[src/rtl/std_cache_pkg.sv]
// rtl/std_cache_pkg.sv - shared D-cache constants and flush FSM state type
package std_cache_pkg;

  // Default geometry shared by the tag array, write-back unit and flush unit
  localparam int unsigned DCACHE_NUM_SETS  = 256;
  localparam int unsigned DCACHE_NUM_WAYS  = 8;
  localparam int unsigned DCACHE_TAG_WIDTH = 44;

  typedef enum logic [3:0] {
    IDLE    = 4'd0,
    RD_REQ  = 4'd1,
    RD_WAIT = 4'd2,
    SCAN    = 4'd3,
    WB_REQ  = 4'd4,
    WB_WAIT = 4'd5,
    META_WR = 4'd6,
    ACK     = 4'd7,
    DROP    = 4'd8
  } flush_state_e;

endpackage

[src/rtl/lzc.sv]
// rtl/lzc.sv - leading/trailing zero counter (MODE 0 = trailing zeros)
module lzc #(
  parameter int unsigned WIDTH     = 2,
  parameter bit          MODE      = 1'b0,
  parameter int unsigned CNT_WIDTH = (WIDTH > 1) ? $clog2(WIDTH) : 1
) (
  input  logic [WIDTH-1:0]     in_i,
  output logic [CNT_WIDTH-1:0] cnt_o,
  output logic                 empty_o
);

  // Priority scan; later loop iterations win, so the scan order picks the
  // lowest set bit in trailing mode and the highest set bit in leading mode
  always_comb begin
    cnt_o = '0;
    if (MODE == 1'b0) begin
      for (int i = WIDTH - 1; i >= 0; i--) begin
        if (in_i[i]) cnt_o = CNT_WIDTH'(i);
      end
    end else begin
      for (int i = 0; i < WIDTH; i++) begin
        if (in_i[i]) cnt_o = CNT_WIDTH'(WIDTH - 1 - i);
      end
    end
  end

  assign empty_o = ~|in_i;

endmodule

[src/rtl/dcache_flush_unit.sv]
// rtl/dcache_flush_unit.sv - D-cache flush walker; DCACHE_FLUSH_INVAL_EN also invalidates lines
module dcache_flush_unit
  import std_cache_pkg::*;
#(
  parameter int unsigned NUM_SETS  = DCACHE_NUM_SETS,
  parameter int unsigned NUM_WAYS  = DCACHE_NUM_WAYS,
  parameter int unsigned TAG_WIDTH = DCACHE_TAG_WIDTH,
  localparam int unsigned SET_W    = $clog2(NUM_SETS),
  localparam int unsigned WAY_W    = (NUM_WAYS > 1) ? $clog2(NUM_WAYS) : 1
) (
  input  logic                          clk_i,
  input  logic                          rst_ni,
  input  logic                          flush_i,
  output logic                          flush_ack_o,
  output logic                          busy_o,
  output logic                          tag_req_o,
  input  logic                          tag_gnt_i,
  output logic [SET_W-1:0]              tag_set_o,
  input  logic                          tag_rvalid_i,
  input  logic [NUM_WAYS-1:0]           tag_valid_i,
  input  logic [NUM_WAYS-1:0]           tag_dirty_i,
  input  logic [NUM_WAYS*TAG_WIDTH-1:0] tag_i,
  output logic                          wb_req_o,
  input  logic                          wb_gnt_i,
  output logic [SET_W-1:0]              wb_set_o,
  output logic [WAY_W-1:0]              wb_way_o,
  output logic [TAG_WIDTH-1:0]          wb_tag_o,
  input  logic                          wb_done_i,
  output logic                          meta_we_o,
  input  logic                          meta_gnt_i,
  output logic [SET_W-1:0]              meta_set_o,
  output logic [NUM_WAYS-1:0]           meta_valid_o,
  output logic [NUM_WAYS-1:0]           meta_dirty_o
);

  flush_state_e                  r_state, w_next_state;
  logic [SET_W-1:0]              r_set_cnt;
  logic [NUM_WAYS-1:0]           r_pend;
  logic [NUM_WAYS-1:0]           r_valid_q;
  logic [NUM_WAYS*TAG_WIDTH-1:0] r_tags_q;
  logic [WAY_W-1:0]              r_way_q;
  logic [WAY_W-1:0]              w_lzc_cnt;
  logic                          w_pend_empty;
  logic                          w_last_set;
  logic [NUM_WAYS-1:0]           w_meta_valid;

  assign w_last_set = (r_set_cnt == SET_W'(NUM_SETS - 1));

`ifdef DCACHE_FLUSH_INVAL_EN
  assign w_meta_valid = '0;
`else
  assign w_meta_valid = r_valid_q;
`endif

  // Lowest pending way is written back first
  lzc #(
    .WIDTH    (NUM_WAYS),
    .MODE     (1'b0),
    .CNT_WIDTH(WAY_W)
  ) u_way_lzc (
    .in_i   (r_pend),
    .cnt_o  (w_lzc_cnt),
    .empty_o(w_pend_empty)
  );

  // FSM state register
  always_ff @(posedge clk_i or negedge rst_ni) begin
    if (!rst_ni) r_state <= IDLE;
    else         r_state <= w_next_state;
  end

  // Walk bookkeeping: set counter, latched set contents, selected way
  always_ff @(posedge clk_i or negedge rst_ni) begin
    if (!rst_ni) begin
      r_set_cnt <= '0;
      r_pend    <= '0;
      r_valid_q <= '0;
      r_tags_q  <= '0;
      r_way_q   <= '0;
    end else begin
      case (r_state)
        IDLE:    if (flush_i) r_set_cnt <= '0;
        RD_WAIT: if (tag_rvalid_i) begin
          r_pend    <= tag_valid_i & tag_dirty_i;
          r_valid_q <= tag_valid_i;
          r_tags_q  <= tag_i;
        end
        SCAN:    if (!w_pend_empty) r_way_q <= w_lzc_cnt;
        WB_WAIT: if (wb_done_i) r_pend[r_way_q] <= 1'b0;
        META_WR: if (meta_gnt_i && !w_last_set) r_set_cnt <= r_set_cnt + 1'b1;
        default: ;
      endcase
    end
  end

  // Next-state logic; flush_i is only looked at in IDLE and DROP
  always_comb begin
    w_next_state = r_state;
    case (r_state)
      IDLE:    if (flush_i)      w_next_state = RD_REQ;
      RD_REQ:  if (tag_gnt_i)    w_next_state = RD_WAIT;
      RD_WAIT: if (tag_rvalid_i) w_next_state = SCAN;
      SCAN:    w_next_state = w_pend_empty ? META_WR : WB_REQ;
      WB_REQ:  if (wb_gnt_i)     w_next_state = WB_WAIT;
      WB_WAIT: if (wb_done_i)    w_next_state = SCAN;
      META_WR: if (meta_gnt_i)   w_next_state = w_last_set ? ACK : RD_REQ;
      ACK:     w_next_state = DROP;
      DROP:    if (!flush_i)     w_next_state = IDLE;
      default: w_next_state = IDLE;
    endcase
  end

  // Outputs are zero outside the state that owns them
  always_comb begin
    flush_ack_o  = 1'b0;
    busy_o       = (r_state != IDLE);
    tag_req_o    = 1'b0;
    tag_set_o    = '0;
    wb_req_o     = 1'b0;
    wb_set_o     = '0;
    wb_way_o     = '0;
    wb_tag_o     = '0;
    meta_we_o    = 1'b0;
    meta_set_o   = '0;
    meta_valid_o = '0;
    meta_dirty_o = '0;
    case (r_state)
      RD_REQ: begin
        tag_req_o = 1'b1;
        tag_set_o = r_set_cnt;
      end
      WB_REQ: begin
        wb_req_o = 1'b1;
        wb_set_o = r_set_cnt;
        wb_way_o = r_way_q;
        wb_tag_o = r_tags_q[int'(r_way_q)*TAG_WIDTH +: TAG_WIDTH];
      end
      META_WR: begin
        meta_we_o    = 1'b1;
        meta_set_o   = r_set_cnt;
        meta_valid_o = w_meta_valid;
      end
      ACK:     flush_ack_o = 1'b1;
      default: ;
    endcase
  end

endmodule
[config.mk]
export PLATFORM = sky130hd
export DESIGN_NAME = dcache_flush_unit
export DESIGN_NICKNAME = d
export VERILOG_FILES = /design/src/rtl/std_cache_pkg.sv /design/src/rtl/lzc.sv /design/src/rtl/dcache_flush_unit.sv
export SDC_FILE = /design/constraint.sdc
export NUM_CORES = 1
export LEC_CHECK = 0
export CAP_MARGIN = 20
export CELL_PAD_IN_SITES_DETAIL_PLACEMENT = 1
export CELL_PAD_IN_SITES_GLOBAL_PLACEMENT = 1
export CORE_MARGIN = 4
export CORE_UTILIZATION = 40
export CTS_BUF_LIST = sky130_fd_sc_hd__clkbuf_8
export CTS_CLUSTER_DIAMETER = 150
export DETAILED_ROUTE_END_ITERATION = 8
export HOLD_SLACK_MARGIN = 0.08
export PLACE_DENSITY_LB_ADDON = 0.05
export SYNTH_ARGS = -nofsm -noshare
export SYNTH_HDL_FRONTEND = slang
export SYNTH_SLANG_ARGS = --single-unit
[constraint.sdc]
create_clock -name clk_i -period 3.05 [get_ports clk_i]
set_clock_uncertainty 0.2 [all_clocks]
set_input_delay 0.4575 -clock clk_i [delete_from_list [all_inputs] [get_ports clk_i]]
set_output_delay 0.4575 -clock clk_i [all_outputs]
set_load 0.01 [all_outputs]
# After elaboration in Yosys (flattened, before gate mapping)
# Cells that the tools add are included.
# W data, S select, Z words.
word_totals:
  ff_bits: 383
  input_bits: 376
  word_cells: 80
op_classes:
  add_sub_neg: 1
  n_mul: 1
  magnitude_cmp: 2
  eq_ne: 17
  shifts: 1
  muxes: 36
  bitwise: 3
  n_reduce_logical: 13
ops:
  columns: ["operator", "count"]
  rows:
  - ["$shiftx A352 B10 Y44", 1]
  - ["$mux W8", 8]
  - ["$mux W44", 1]
  - ["$pmux W4 S9", 1]
  - ["$pmux W8 S2", 2]
  - ["$mux W3", 10]
  - ["$mux W4", 7]
  - ["$and A8 B8 Y8", 2]
  - ["$eq A4 B3 Y1 const B", 4]
  - ["$ne A2 B2 Y1 const B", 8]
  - ["$add A8 B1 Y8 const B", 1]
  - ["$eq A4 B2 Y1 const B", 2]
  - ["$eq A8 B8 Y1 const B", 1]
  - ["$not A8 Y8", 1]
  - ["$reduce_or A8 Y1", 1]
  - ["$mul A3 B4 Y7 const B", 1]
  - ["$reduce_and A7 Y1", 1]
  - ["$reduce_and A3 Y1", 2]
  - ["$mux W1", 5]
  - ["$eq A4 B1 Y1 const B", 1]
  - ["$eq A4 B4 Y1 const B", 1]
  - ["$logic_not A4 Y1", 1]
  - ["$lt A3 B4 Y1 const B", 1]
  - ["$reduce_and A2 Y1", 2]
  - ["7 further kinds", 9]

# Depth between registers and ports, before layout
# Gate-level depths: netlist of the first run.
logic_depth:
  word_depth: 8
  depth_mapped: 8
  depth_no_buf: 6

# Hierarchy
# Synthesis of the first run repeated with hierarchy kept, for this count alone.
unflattened:
  cells_unflattened: 1246
  hier_area_um2: 16981.3
by_module_without_submodules:
  columns: ["module", "n_inst", "cells_per_inst", "area_per_inst_um2"]
  rows:
  - ["dcache_flush_unit", 1, 1231, 16896.2]
  - ["lzc", 1, 15, 85.1]

# Worst setup path before layout of the first run
# OpenSTA, ideal clock, no wires.
synth_timing:
  path_type: "register to output"
  from: "register r_way_q[0]"
  to: "output wb_tag_o[41]"
  arrival_ns: 1.618
  setup_slack_ns: 0.774
  path_stages_with_launch: 8
  path_cell_list: "dfrtp_1 buf_4 and3b_1 buf_2 buf_2 buf_2 a22oi_1 a31oi_1"
synth_between:
  elab_chain_len: 3
synth_lines:
  columns: ["item", "line", "text"]
  rows:
  - ["start: declaration", "dcache_flush_unit.sv:41", "logic [WAY_W-1:0] r_way_q;"]
  - ["start signal: assignment", "dcache_flush_unit.sv:88", "SCAN: if (!w_pend_empty) r_way_q <= w_lzc_cnt;"]
  - ["$mul A3 B4 Y7", "dcache_flush_unit.sv:136", "wb_tag_o = r_tags_q[int'(r_way_q)*TAG_WIDTH +: TAG_WIDTH];"]
  - ["$shiftx A352 B10 Y44", "dcache_flush_unit.sv:136", null]
  - ["$mux W44", "dcache_flush_unit.sv:127", "case (r_state)"]
  - ["end: declaration", "dcache_flush_unit.sv:27", "output logic [TAG_WIDTH-1:0] wb_tag_o,"]
# No other way between the ends.

# Worst setup path after layout of the first run
layout_timing:
  from: "register r_way_q[2]"
  to: "output wb_tag_o[29]"
# Same word-level chain as after synthesis.

==> results.ini, run 1 <==
[pwr]
netSwitchingPower_mw = 7.74
p_leak_nw = 10.9
peakVddDrop_mv = 0.494
clock_power_share_pct = 21.0
seqPwrFrac_pct = 40.0
combPwrFrac_pct = 39.0
powerDensity_nw_per_um2 = 917
p_int_mw = 15.5
netSwitchingFraction_pct = 33.3

[yosys]
ys_types = 48
synth_area_um2 = 16900
avgSynthCellArea_um2 = 13.6
synthFlopType = dfrtp_1
ys_async_sr_fraction_pct = 100
ys_ff_latch = 383
netlist_instances = 1244
synth_edf_count = 0
seq_area_frac_synth_pct = 56.6
synth_warnings = 0

[drt]
routed_via_density = 5.52
routed_wl_um = 64400
drtAntennaViolNets = 0
drt_iter0_drc = 763
drc = 0
wl_per_cell_um = 26.5
firstDrtPassIters = 5
num_vias = 13400

[clock_tree]
clkSlewWorstSetupHoldPaths_ns = 0.06
cts_max_level = 3
insertion_delay_ns = 0.62
clock_path_buffers = 3
cts_sinks = 383
cts_buffers = 71
root_buffer = clkbuf_8
cts_tree = done

[floorplanning]
die_h_um = 214
rows = 75
io-pin-count = 468
core_um2 = 41900
dieArea_um2 = 45700
die_x_um = 214
start_util_pct = 40.5

[run_status]
violations = negative setup slack
outcome = finished, violations left

[worst_setup_path]
path_buf_inv = 5
r2r-start = r_state[3]
critPathTopFamily = buffers and inverters
ff2ff_path_depth = 7
path_max_fanout = 8
end_kind = primary output
path_class = reg2out
path_cells = buf_6 -> buf_6 -> nor3b_4 -> buf_6 -> buf_12 -> a22o_1 -> a221oi_2 -> a31oi_1 -> buf_2
cp.arrival_ns = 2.47
cp_slowest_cell = dfrtp_1
startpoint = r_way_q[2]
slowest_delay_ns = 0.41
path_depth = 9
worstSetupStartpointType = flop
cpMostUsedCell = buf_6
cp.required_ns = 2.39

[timing]
slew_headroom_pct = 53.4
hold_ws_ns = 0.190
worst_pin_slew_ns = 0.696
timing.fmax_mhz = 320
finalMaxSlewViolations = 0
hold_viol = 0
worst_slack_ns = -0.0770
fin_crit_ns = 3.13
min_period_over_period_pct = 103
finalSetupViolCount = 22
grt_setup_unrepaired = yes

[global_route]
grt_usage_pct = 26.8
grt_overflow_total = 0
grt_max_degree = 101
antenna_found_initial = 21
grt_pass1_vias = 14700
grt_first_pass_wirelength_um = 91700

[flow_run]
cap_viol_max_count = 0

[finish]
post_route_cells_drive_above_1_share_pct = 39.5
final_nets = 2204
area_growth_pct = 49.8
fillCellCount = 4123
postLayoutCellArea_um2 = 25400
multi_input_area_um2 = 7420
final_cells = 2426
seq_area_um2 = 9590

[placed_design]
place_area_um2 = 22500
port_buffers = 459
dp.cells = 2211
dp_hpwl_um = 42400
gp_congestion = 0.833

[hold_path]
hold_path_class = in2async

## path summary, 6_finish.rpt
| check | slack [ns] | endpoint |
|---|---|---|
| worst max-delay path | -0.08 | wb_tag_o[29] |
| worst min-delay path | 0.19 | r_set_cnt[7] |
| max in group asynchronous | 1.56 | r_tags_q[254] |
| worst min register to register | 0.30 | r_valid_q[0] |
| worst max register to register | 0.66 | r_tags_q[163] |
| min in group clk_i | 0.25 | r_tags_q[274] |
## sequential cells by signal, summed over array words and instances, names as in the netlist
name,cells
r_state,4
r_set_cnt,8
r_valid_q,8
r_pend,8
r_way_q,3
r_tags_q,352
## cells in the final DEF, fill, tap and decap left out, types with 36 or more instances in the layout
cell type,instances
a221oi_2,40
clkbuf_8,89
buf_2,44
a22oi_1,70
clkdlybuf4s50_1,407
buf_4,68
a22o_1,40
a31oi_1,37
mux2_2,360
dfrtp_1,379
buf_12,36
## area by class of cell
type                       count  area share, %
sequential                   383           37.8
multi-input combinational    763           29.2
antenna                       15          0.148
clock inverter                29          0.582
tap                          539           2.66
inverter                       6         0.0888
clock buffer                  89           4.83
timing repair buffer         602           24.6
## power by group through the flow
stage | clock [mW] | combinational, mW | sequential [mW]
final | 4.88 | 9.07 | 9.31
after global routing | 5.24 | 9.70 | 9.57
after detailed placement | 0 | 7.40 | 9.14
after CTS | 4.99 | 8.36 | 9.18
after global placement | 0 | 7.19 | 9.02
after floorplan | 0 | 4.90 | 8.53
## through the flow
step,power [mW],TNS [ns],util (%),setup WS [ns]
after floorplan,13.4,0,-,0.774
after global placement,16.2,0,53.8,0.0503
after detailed placement,16.5,0,53.8,0.0381
after CTS,22.5,-1.13,59.0,-0.0992
after global routing,24.5,-3.98,60.6,-0.162
final,23.3,-0.654,60.6,-0.0770
## metal layers
layer | part of all wire, % | GRT usage (%) | wire length (um)
met5 | 0.19 | 0 | 124
met4 | 2.7 | 8.67 | 1710
met3 | 7.1 | 7.93 | 4560
met1 | 41 | 33.7 | 26200
met2 | 49 | 44.9 | 31900
## timing repair
item,4_1_cts,5_1_grt
pin swaps,68,44
hold endpoints to repair,240,0
buffers inserted,36,31
gates cloned,10,6
setup endpoints to repair,70,62
gates resized for setup,278,50
hold buffers,1,0
## cells in the mapped netlist, drive strengths merged (8+ instances only)
| cell | instances | area [um2] |
|---|---|---|
| a221oi | 44 | 385 |
| a22o | 45 | 394 |
| a22oi | 88 | 661 |
| a31oi | 46 | 288 |
| and2 | 16 | 100 |
| and3 | 21 | 131 |
| buf | 80 | 442 |
| clkbuf | 21 | 78.8 |
| dfrtp | 383 | 9580 |
| mux2 | 360 | 4050 |
| nand2 | 20 | 75.1 |
| nand3 | 8 | 45.0 |
| nor2 | 23 | 86.3 |
| o21ai | 28 | 148 |
## cells by family (layout without fill, tap and decap cells)
family | count (synthesis) | count (layout) | synth area share, %
adder cells (fa/ha/maj) | 1 | 1 | 0.0739
buffers and inverters | 107 | 726 | 3.21
AND/OR/NAND/NOR | 118 | 120 | 4.04
AO/OA/AOI/OAI | 274 | 274 | 12.1
multiplexers | 360 | 360 | 23.9
flip-flops | 383 | 383 | 56.6
other | 1 | 23 | 0.0222
No activity file was read; power rests on OpenSTA's default activity.
==> run 2: changes to the inputs <==
Settings changed: CORE_MARGIN 4 to not set, GPL_TIMING_DRIVEN set to 1, SKIP_LAST_GASP set to 1.
==> run 2 against run 1 <==
Against the previous run:
- the run still ends with negative setup slack left
- final area is 1.5% lower
- fmax is 1.2% lower
- clock power is 5.3% lower
- sequential cell count stayed put
- sequential power shrank 0.4%
- global-route usage is 1.8 points higher
- die area fell by 5.5%
- combinational power decreased by 2%
- total power fell by 2.1%
- via count shrank 0.37%
- largest cell class unchanged
==> results.ini, run 2 (same netlist as run 1, synthesis figures left out) <==
[finish]
final_nets = 2185  ; -0.86%
multi_input_area_um2 = 7250  ; -2.3%
regMostFlops = r_tags_q
largest_reg_flops = 352  ; unchanged
utilization_pct = 59.7  ; -0.89 points
area_growth_pct = 47.6
fillCellCount = 4106  ; -0.41%
post_route_cells_drive_above_1_share_pct = 37.3  ; -2.2 points
seq_area_um2 = 9590  ; unchanged
final_common_cell = clkdlybuf4s50_1
postLayoutCellArea_um2 = 25000  ; -1.5%
final_cell_mix = clkdlybuf4s50_1 (410), dfrtp_1 (379), mux2_2 (360)

[worst_setup_path]
path_class = reg2out
cp_slowest_cell = dfrtp_2
worstSetupStartpointType = flop
cp.required_ns = 2.39  ; about the same
path_max_fanout = 6  ; -2
path_cells = buf_12 -> nor3b_4 -> buf_6 -> buf_6 -> buf_16 -> a22o_1 -> a221oi_2 -> a31oi_1 -> buf_2
critPathTopFamily = buffers and inverters
end_kind = primary output
cp.arrival_ns = 2.51  ; +0.04 ns
path_buf_inv = 5  ; unchanged
cpMostUsedCell = buf_6
slowest_delay_ns = 0.44  ; +0.03 ns

[global_route]
met2_usage_pct = 47.5  ; +2.5 points
use_met3_pct = 9.20  ; +1.3 points
busiest_layer = met2
grt_max_degree = 99  ; -2.0%
use_met1_pct = 34.6  ; +0.94 points
grt_overflow_total = 0  ; unchanged
grt_pass1_vias = 14500  ; -1.1%
grt_first_pass_wirelength_um = 91800  ; +0.13%
grt_usage_pct = 28.7  ; +1.8 points
antenna_found_initial = 30  ; +43%

[floorplanning]
start_util_pct = 40.5  ; unchanged
io-pin-count = 468  ; unchanged
core_um2 = 41900  ; unchanged
die_x_um = 208  ; -2.8%
die_h_um = 208  ; -2.8%
rows = 75  ; unchanged
dieArea_um2 = 43200  ; -5.5%

[placed_design]
port_buffers = 459  ; unchanged
place_area_um2 = 22500  ; -0.14%
place_ws_ns = 0.0726  ; +0.0345 ns
dp_hpwl_um = 39900  ; -5.8%
gp_congestion = 0.789  ; -5.3%

[timing]
slew_headroom_pct = 51.6  ; -1.8 points
fin_crit_ns = 3.17  ; +0.0394 ns
grt_setup_unrepaired = yes
min_period_over_period_pct = 104  ; +1.3 points
worst_slack_ns = -0.116  ; -0.0394 ns
hold_viol = 0  ; unchanged
timing.fmax_mhz = 316  ; -1.2%
finalMaxSlewViolations = 0  ; unchanged
finalSetupViolCount = 27  ; +23%
tns_ns = -1.17  ; -0.511 ns
worst_pin_slew_ns = 0.723  ; +0.0270 ns

[clock_tree]
clkSlewWorstSetupHoldPaths_ns = 0.06  ; about the same
cts_max_level = 3  ; unchanged
cts_sinks = 383  ; unchanged
insertion_delay_ns = 0.63  ; about the same
root_buffer = clkbuf_8
clock_path_buffers = 3  ; unchanged
cts_tree = done
cts_buffers = 69  ; -2.8%

[run_status]
violations = negative setup slack
outcome = finished, violations left

[drt]
routed_via_density = 5.54  ; +0.41%
firstDrtPassIters = 4  ; -1
drtAntennaViolNets = 0  ; unchanged
drc = 0  ; unchanged
routed_wl_um = 62600  ; -2.7%
num_vias = 13300  ; -0.37%
wl_per_cell_um = 26.0  ; -2.0%
drt_iter0_drc = 714  ; -6.4%

[pwr]
powerDensity_nw_per_um2 = 911  ; -0.63%
peakVddDrop_mv = 0.388  ; -22%
p_leak_nw = 10.7  ; -1.3%

[flow_run]
cap_viol_max_count = 0  ; unchanged

[hold_path]
hold_path_class = in2async

## run 2: cell type report
type                            instances  area share, %
Antenna cell                           13          0.130
Sequential cell                       383           38.4
Tap cell                              539           2.70
Timing Repair Buffer                  585           24.5
Inverter                                6         0.0901
Multi-Input combinational cell        763           29.0
Clock buffer                           83           4.57
Clock inverter                         35          0.616
## run 2: power by group
part / leakage [nW] / internal, mW / switching [mW]
Combinational: 5.36 / 5.10 / 3.79
Clock: 0.759 / 2.45 / 2.17
Sequential: 4.62 / 7.62 / 1.65
Total: 10.7 / 15.2 / 7.61
## run 2: timing repair
item | CTS | global route
hold endpoints to repair | 149 | 0
cloned | 12 | 4
buffers inserted | 33 | 26
resized for setup | 252 | 38
hold buffers | 1 | 0
pin swaps | 39 | 26
endpoints found under the setup margin | 71 | 57
## run 2: layer usage
metal	routed length (um)	share of wire [%]	up-vias
met5	195	0.31	-
met2	31200	50	416
met1	25100	40	6918
li1	-	-	5846
met4	1610	2.6	30
met3	4540	7.2	126
## run 2: stage by stage
stage | power (mW) | cells | hold WS (ns)
2_1_floorplan | 13.4 | 1251 | -0.0381
3_3_place_gp | 16.2 | 2200 | 0.275
3_5_place_dp | 16.5 | 2200 | 0.267
4_1_cts | 22.3 | 2364 | 0.181
5_1_grt | 24.0 | 2405 | 0.208
6_report | 22.8 | 2407 | 0.185
## run 2: worst paths after layout
kind / startpoint / to / slack [ns] / cells after the start
setup reg to reg: r_set_cnt[0] / r_set_cnt[3] / 0.70 / 6
max in group asynchronous: rst_ni / r_tags_q[333] / 1.56 / 3
hold / removal: rst_ni / r_state[2] / 0.19 / 2
min in group clk_i: tag_i[57] / r_tags_q[57] / 0.23 / 2
setup / recovery: r_way_q[2] / wb_tag_o[35] / -0.12 / 9
hold reg to reg: r_valid_q[2] / r_valid_q[2] / 0.30 / 1
==> run 3: changes to the inputs <==
Settings changed: CORE_UTILIZATION 40 to 43.
==> run 3 against run 2 <==
Against the previous run:
- the flow still finishes with violations (negative setup slack)
- final area down 0.61%
- fmax rose by 2.0%
- clock power shrank 5.2%
- sequential cell count unchanged
- utilization up 4.4 points
- sequential power up 0.8%
- cell count decreased by 1.0%
- count of clock-buffer cells in the layout decreased by 7
- first-iteration DRC count is 9.4% lower
- critical path depth did not move
- largest power group unchanged
==> results.ini, run 3 (same netlist as run 1, synthesis figures left out) <==
[timing]
worst_pin_slew_ns = 0.803  ; +0.0805 ns
fin_crit_ns = 3.10  ; -0.0626 ns
grt_setup_unrepaired = yes
worst_slack_ns = -0.0538  ; +0.0626 ns
slew_headroom_pct = 46.2  ; -5.4 points
timing.fmax_mhz = 322  ; +2.0%
finalMaxSlewViolations = 0  ; unchanged
finalSetupViolCount = 20  ; -26%
min_period_over_period_pct = 102  ; -2.1 points
hold_viol = 0  ; unchanged
hold_ws_ns = 0.208  ; +0.0225 ns

[floorplanning]
start_util_pct = 43.7  ; +3.3 points
dieArea_um2 = 40200  ; -6.9%
rows = 72  ; -4.0%
io-pin-count = 468  ; unchanged
die_x_um = 200  ; -3.5%
core_um2 = 38700  ; -7.4%
die_h_um = 200  ; -3.5%

[drt]
routed.top_layer = met5
routed_wl_um = 63300  ; +0.98%
wirelength_met1_um = 24800  ; -1.0%
wl_per_cell_um = 26.6  ; +2.0%
firstDrtPassIters = 5  ; +1
num_vias = 13500  ; +0.91%
drc = 0  ; unchanged
wl_met3_um = 4110  ; -9.4%
drt_iter0_drc = 647  ; -9.4%
routed_via_density = 5.65  ; +2.0%
drtAntennaViolNets = 0  ; unchanged
wl_met2_um = 31800  ; +2.0%

[finish]
final_cell_mix = clkdlybuf4s50_1 (414), dfrtp_1 (378), mux2_2 (360)
post_route_cells_drive_above_1_share_pct = 37.2  ; -0.10 points
final_nets = 2184  ; -0.046%
postLayoutCellArea_um2 = 24800  ; -0.61%
final_common_cell = clkdlybuf4s50_1
area_growth_pct = 46.7
utilization_pct = 64.1  ; +4.4 points
final_cells = 2382  ; -1.0%
regMostFlops = r_tags_q
largest_reg_flops = 352  ; unchanged

[clock_tree]
clkSlewWorstSetupHoldPaths_ns = 0.07  ; about the same
root_buffer = clkbuf_8
insertion_delay_ns = 0.63  ; about the same
cts_tree = done
cts_max_level = 3  ; unchanged
cts_sinks = 383  ; unchanged
cts_buffers = 69  ; unchanged
clock_path_buffers = 3  ; unchanged

[placed_design]
dp.cells = 2188  ; -0.55%
place_area_um2 = 22500  ; +0.30%
port_buffers = 459  ; unchanged
gp_congestion = 0.808  ; +2.4%
dp_hpwl_um = 40600  ; +1.8%

[run_status]
outcome = finished, violations left
violations = negative setup slack

[global_route]
grt_overflow_total = 0  ; unchanged
antenna_found_initial = 26  ; -13%
grt_usage_pct = 30.3  ; +1.6 points
grt_pass1_vias = 14700  ; +0.86%
grt_max_degree = 74  ; -25%
grt_first_pass_wirelength_um = 91500  ; -0.42%

[flow_run]
cap_viol_max_count = 0  ; unchanged

[pwr]
p_leak_nw = 10.6  ; -1.2%
powerDensity_nw_per_um2 = 917  ; +0.60%
peakVddDrop_mv = 0.400  ; +3.1%

[worst_setup_path]
cp.required_ns = 2.39  ; about the same
end_kind = primary output
worstSetupStartpointType = flop
path_max_fanout = 7  ; +1
path_class = reg2out
cp.arrival_ns = 2.45  ; -0.06 ns

[hold_path]
hold_path_class = in2async

==> run 3: timing repair <==
| item | CTS | global route |
|---|---|---|
| endpoints found under the setup margin | 73 | 55 |
| hold endpoints to repair | 181 | 0 |
| hold buffers | 1 | 0 |
| gates resized for setup | 238 | 49 |
| setup buffers | 28 | 27 |
| pin swaps | 40 | 43 |
| gates cloned | 9 | 5 |
==> run 3: per-layer routing <==
layer	vias to the layer above	track usage, %
li1	5836	-
met1	6986	37.1
met2	486	50.5
met3	134	7.74
met4	16	13.7
met5	-	0
==> run 3: final timing paths <==
kind	start	end	slack [ns]	cells past startpoint
worst max-delay path	r_way_q[1]	wb_tag_o[21]	-0.05	9
worst min-delay path	rst_ni	r_set_cnt[4]	0.21	2
worst max register to register	r_set_cnt[0]	r_set_cnt[7]	0.60	6
worst min register to register	r_valid_q[5]	r_valid_q[5]	0.30	1
max in group asynchronous	rst_ni	r_tags_q[58]	1.60	3
min in group clk_i	tag_i[180]	r_tags_q[180]	0.24	2
==> run 3: area by class of cell <==
cell class	instances	area, um2
clock buffers	76	1050
clock inverters	32	133
diodes	20	50.0
multi-input cells	762	7240
flip-flops and latches	383	9590
fillers	3755	13900
repair buffers	585	6110
inverters	6	22.5
well taps	518	648
==> run 3: critical path: stages (launching register included) <==
cell	delay, ns
dfrtp_2	0.42
buf_6	0.14
buf_6	0.12
nor3_4	0.22
buf_6	0.18
buf_8	0.14
buf_16	0.15
a22oi_2	0.06
a31oi_1	0.21
buf_2	0.17
==> run 3: where the power goes <==
group	total, mW	leakage [nW]	internal (mW)	switching, mW
clock network	4.38	0.701	2.25	2.13
registers	9.34	4.62	7.62	1.72
logic	9.05	5.29	5.17	3.88
==> run 3: stage by stage <==
stage	TNS, ns	power (mW)	setup WS [ns]
after floorplan	0	13.4	0.774
after global routing	-3.65	23.9	-0.154
after global placement	0	16.2	0.107
after detailed placement	0	16.6	0.0757
after CTS	-0.530	21.9	-0.0935
final	-0.412	22.8	-0.0538
